--- config.mk ---
export PLATFORM = sky130hd
export DESIGN_NAME = change_dispenser
export DESIGN_NICKNAME = d
export VERILOG_FILES = /design/src/rtl/change_dispenser.sv
export SDC_FILE = /design/constraint.sdc
export NUM_CORES = 1
export LEC_CHECK = 0
export ABC_AREA = 1
export CORE_UTILIZATION = 35
export CTS_BUF_LIST = sky130_fd_sc_hd__clkbuf_2
export DETAILED_ROUTE_END_ITERATION = 7
export SYNTH_ARGS = -nofsm -noshare
export SYNTH_HDL_FRONTEND = slang
export SYNTH_SLANG_ARGS = --single-unit
--- constraint.sdc ---
create_clock -name clk -period 5.6 [get_ports clk]
set_input_delay 0.56 -clock clk [delete_from_list [all_inputs] [get_ports clk]]
set_output_delay 0.56 -clock clk [all_outputs]
set_load 0.05 [all_outputs]
--- src/rtl/change_dispenser.sv ---
// Refund payout engine: latches credit on a refund edge and pays it out coin by coin
// through a pound/20p hopper using a strobe/ack handshake, reporting done or fault.
module change_dispenser #(
  parameter int W           = 12,
  parameter int PULSE_CYC   = 4,
  parameter int ACK_TIMEOUT = 255,
  parameter int GAP_CYC     = 2
) (
  input  logic         clk,
  input  logic         reset,
  input  logic         refund_req,
  input  logic [W-1:0] credit,
  input  logic         pound_empty,
  input  logic         p20_empty,
  input  logic         hopper_ack,
  input  logic         fault_clr,
  output logic         credit_clr,
  output logic         eject_pound,
  output logic         eject_20p,
  output logic         busy,
  output logic         done,
  output logic         fault,
  output logic [W-1:0] balance,
  output logic [7:0]   pounds_out,
  output logic [7:0]   p20_out
);

  typedef enum logic [2:0] {
    S_IDLE, S_SELECT, S_EJECT_P, S_EJECT_20, S_WAIT_ACK, S_GAP, S_DONE, S_FAULT
  } state_t;

  // One shared timer serves the strobe width, the ack wait and the inter-coin gap.
  localparam int             TW         = $clog2(ACK_TIMEOUT + 1);
  localparam logic [TW-1:0]  PULSE_LAST = TW'(PULSE_CYC - 1);
  localparam logic [TW-1:0]  GAP_LAST   = TW'(GAP_CYC - 1);
  localparam logic [TW-1:0]  ACK_LAST   = TW'(ACK_TIMEOUT - 1);
  localparam logic [W-1:0]   POUND      = W'(100);
  localparam logic [W-1:0]   P20        = W'(20);

  state_t        state_q, state_d;
  logic [TW-1:0] timer_q, timer_d;
  logic [W-1:0]  balance_q, balance_d;
  logic [7:0]    pounds_q, pounds_d;
  logic [7:0]    p20_q, p20_d;
  logic          is_pound_q, is_pound_d;
  logic          req_prev_q, req_prev_d;
  logic          credit_clr_q, credit_clr_d;
  logic          eject_pound_q, eject_pound_d;
  logic          eject_20p_q, eject_20p_d;
  logic          busy_q, busy_d;
  logic          done_q, done_d;
  logic          fault_q, fault_d;

  always_comb begin
    // NOTE: every signal gets a default before the case so no path leaves it unassigned (no latches).
    state_d      = state_q;
    timer_d      = timer_q;
    balance_d    = balance_q;
    pounds_d     = pounds_q;
    p20_d        = p20_q;
    is_pound_d   = is_pound_q;
    req_prev_d   = refund_req;
    credit_clr_d = 1'b0;

    unique case (state_q)
      S_IDLE: begin
        if (refund_req && !req_prev_q) begin
          balance_d    = credit;
          pounds_d     = '0;
          p20_d        = '0;
          credit_clr_d = 1'b1;
          state_d      = S_SELECT;
        end
      end
      S_SELECT: begin
        timer_d = '0;
        if (balance_q == '0) begin
          state_d = S_DONE;
        end else if (balance_q >= POUND && !pound_empty) begin
          is_pound_d = 1'b1;
          state_d    = S_EJECT_P;
        end else if (balance_q >= P20 && !p20_empty) begin
          is_pound_d = 1'b0;
          state_d    = S_EJECT_20;
        end else begin
          state_d = S_FAULT;
        end
      end
      S_EJECT_P, S_EJECT_20: begin
        if (timer_q == PULSE_LAST) begin
          timer_d = '0;
          state_d = S_WAIT_ACK;
        end else begin
          timer_d = timer_q + 1'b1;
        end
      end
      S_WAIT_ACK: begin
        if (hopper_ack) begin
          timer_d = '0;
          state_d = S_GAP;
          if (is_pound_q) begin
            balance_d = balance_q - POUND;
            if (pounds_q != 8'hFF) pounds_d = pounds_q + 8'd1;
          end else begin
            balance_d = balance_q - P20;
            if (p20_q != 8'hFF) p20_d = p20_q + 8'd1;
          end
        end else if (timer_q == ACK_LAST) begin
          state_d = S_FAULT;
        end else begin
          timer_d = timer_q + 1'b1;
        end
      end
      S_GAP: begin
        if (timer_q == GAP_LAST) begin
          state_d = S_SELECT;
        end else begin
          timer_d = timer_q + 1'b1;
        end
      end
      S_DONE:  state_d = S_IDLE;
      S_FAULT: if (fault_clr) state_d = S_IDLE;
      default: state_d = S_IDLE;
    endcase

    // Outputs are decoded from the next state so the registered copies line up with state_q.
    busy_d        = (state_d != S_IDLE);
    eject_pound_d = (state_d == S_EJECT_P);
    eject_20p_d   = (state_d == S_EJECT_20);
    done_d        = (state_d == S_DONE);
    fault_d       = (state_d == S_FAULT);
  end

  always_ff @(posedge clk) begin
    // NOTE: sequential state uses non-blocking assignments so every flop samples pre-edge values.
    if (reset) begin
      state_q       <= S_IDLE;
      timer_q       <= '0;
      balance_q     <= '0;
      pounds_q      <= '0;
      p20_q         <= '0;
      is_pound_q    <= 1'b0;
      req_prev_q    <= 1'b0;
      credit_clr_q  <= 1'b0;
      eject_pound_q <= 1'b0;
      eject_20p_q   <= 1'b0;
      busy_q        <= 1'b0;
      done_q        <= 1'b0;
      fault_q       <= 1'b0;
    end else begin
      state_q       <= state_d;
      timer_q       <= timer_d;
      balance_q     <= balance_d;
      pounds_q      <= pounds_d;
      p20_q         <= p20_d;
      is_pound_q    <= is_pound_d;
      req_prev_q    <= req_prev_d;
      credit_clr_q  <= credit_clr_d;
      eject_pound_q <= eject_pound_d;
      eject_20p_q   <= eject_20p_d;
      busy_q        <= busy_d;
      done_q        <= done_d;
      fault_q       <= fault_d;
    end
  end

  assign credit_clr  = credit_clr_q;
  assign eject_pound = eject_pound_q;
  assign eject_20p   = eject_20p_q;
  assign busy        = busy_q;
  assign done        = done_q;
  assign fault       = fault_q;
  assign balance     = balance_q;
  assign pounds_out  = pounds_q;
  assign p20_out     = p20_q;

endmodule

==> run metrics <==
filler-free cell count of the finished design=608; CP bufs+invs=1; top cells by count, synth=nand2_1 (113), nor2_1 (65), dfxtp_1 (47); Top Ports=53; diode count=0; Worst EP required=5.04 ns; Total Neg Setup Slack=0 ns; Worst R2R End=busy; minimum clock period=2.333 ns; GRT Total Usage=17.79%; area leader, netlist=dfxtp_1; number of nets in the layout=~530; worst-path fanout max=6; core area=8217 µm²; DRC viols=0; clock slew at reported path FFs=~0.26 ns; vias in the first global route=2850; busiest grt layer=met2; top cells by area, synth=dfxtp_1 (32%), nand2_1 (14%), nor2_1 (8.2%); Syn Area/Cell=roughly 6.6 µm²; Static Leakage=0.001500 µW; Rel. slew slack=66.61%; via/cell ratio=approximately 5; IO Port Bufs=52; post-CTS setup buffer count=0; root buf cell=clkbuf_2; CTS tree=yes; Worst path max stage delay=0.84 ns; full die area=8860 µm²; Slew Limit Fails=0; critical path data arrival time=1.77 ns; Storage cell area=roughly 940 µm²; synthesis-to-layout area growth=21.48%; MaxCap Viol Count=0; Reg2Reg Launch Point=state_q[2]; CP top delay family=buffers and inverters; EDFF count, synth=0; register area share after synthesis=31.68%; Cell Pwr Density=between 400 and 500 nW/µm²; Worst-Margin Slew=around 0.5 ns; row count=33; Netlist cell types=39; post-cts resize count=0; sequential group share of total power=29.7%; endpoints failing hold=0; status=finished clean; internal power=711.2 µW; gpl congestion=0.8757; Post-Route WL=7482 µm; worst reg-to-reg path cell count=10; total CTS buffers=5; fmax=0.4286 GHz; number of DRC markers in iteration 0=150; Mapped Cells=453; post-synth top area share=31.68%; first-pass GRT wire length=12620 µm; area of the multi-input gates=about 1800 µm²; most common cell in the netlist=nand2_1; clk_skew=0.02781 ns; starting density of the core=36.15%; Worst Setup SP=p20_out[2]; Yosys reg bits=47; worst min-delay path category=reg -> reg; DRT antenna net count=0; CP max-delay cell=clkdlybuf4s50_1; cell area after synthesis=2970 µm²; die height=around 94 µm; CTS sink cnt=47; layout cell share with drive strength beyond 1=roughly 8.2%; CTS max path bufs=2; CP cell instances=clkdlybuf4s50_1; die width=94.13 µm; largest net degree at the start of global routing=27; Worst Setup EP=p20_out[2]; Max IR drop VDD=between 0.0002 and 0.0003 V; GR Util met2=between 30% and 40%; Placed Cells=600; Comb power frac=60.9%; Synth Flop Type=dfxtp_1; critical path class=reg -> out; Fillers=a little under 900; met3 Track Usage GR=3.155%; htree depth=2; CP Launch Type=flip-flop; Post-DP HPWL=5403 µm; Post-CTS Hold Buffers=0; worst skew pair latency=0.42 ns; synth warn=0; Clock power frac=about a tenth; Psw=822.0 µW; total global routing overflow=0; Crit. End Element=primary output; initial antenna violation count=0; grt met1 use=22.09%; fin crit share=41.67%; routed vias=2977; DR WL/cell=12.31 µm; R2R Setup Slk=3.46 ns; drt first pass iters=4; Net Sw Frac=a little over half; Stages on worst setup path=1; final setup vio count=0; RSZ-0062 raised after global routing=no; Mapped Nets=483; async set or reset register ratio after synthesis=0%
metrics by stage:
| step | setup WS [ns] | area (µm²) | hold WS, ns | power [µW] | util (%) |
|---|---|---|---|---|---|
| floorplan | 3.631 | 2970 | 0.4488 | 1179 | - |
| global placement | 3.254 | 3563 | 0.4626 | 1384 | 43.37 |
| detailed placement | 3.216 | 3563 | 0.4690 | 1390 | 43.37 |
| CTS | 3.240 | 3608 | 0.4990 | 1544 | 43.92 |
| global route | 3.142 | 3608 | 0.5290 | 1667 | 43.92 |
| finish | 3.267 | 3608 | 0.4989 | 1533 | 43.92 |
layout by cell type (no fill, tap or decap), drive strengths merged, types with 2 or more instances in the layout:
cell type,n
nand2,127
nor2,71
inv,53
clkdlybuf4s50,52
dfxtp,47
nand3,44
a21oi,29
o21ai,17
ha,11
nand4,10
nor3,7
xor2,7
clkbuf,5
xnor2,4
or2,3
nand3b,2
a22o,2
a211oi,2
clkinv,2
flip-flops by register name, indices dropped and copies added, names as in the netlist:
signal	cells
balance	12
p20_out	8
pounds_out	8
timer_q	8
state_q	3
busy	1
credit_clr	1
done	1
eject_20p	1
eject_pound	1
fault	1
is_pound_q	1
req_prev_q	1
how the worst min path moves through the flow:
stage	to	from	cells past startpoint	slack [ns]
after floorplan	timer_q[7]	timer_q[7]	2	0.45
after global placement	timer_q[7]	timer_q[7]	2	0.46
after detailed placement	timer_q[7]	timer_q[7]	2	0.47
after CTS	timer_q[7]	timer_q[7]	2	0.50
after global routing	timer_q[7]	timer_q[7]	2	0.53
final	timer_q[7]	timer_q[7]	2	0.50
cell type report:
type                    count  area share (%)
clock buffers               5          0.6935
well taps                 105           3.641
clock inverters             3          0.5548
inverters                  53           5.721
flip-flops and latches     47           26.07
repair buffers             53           14.63
multi-input cells         342           48.68
layer usage:
layer  vias up  part of all wire [%]  routed length (µm)
li1       1542                     -                   -
met1      1374                    49                3640
met2        53                    47                3533
met3         8                   3.1                 234
met4         0                  0.99                  74
met5         -                     0                   0
logic make-up after synthesis:
group | synth area share, %
AOI/OAI and AO/OA | 10.15
xor gates and xnor gates | 3.243
adders and majority gates | 4.633
and+or+nand+nor | 41.11
buffers and inverters | 9.183
DFF | 31.68
power groups by stage:
| stage | combinational (µW) | clock (µW) | sequential (µW) |
|---|---|---|---|
| after floorplan | 599 | 0 | 580 |
| after global placement | 921 | 0 | 462 |
| after detailed placement | 929 | 0 | 462 |
| after global routing | 1040 | 166 | 464 |
| final | 934 | 145 | 455 |
| after CTS | 935 | 154 | 455 |
Note: power is estimated with default switching activity, not from simulation.
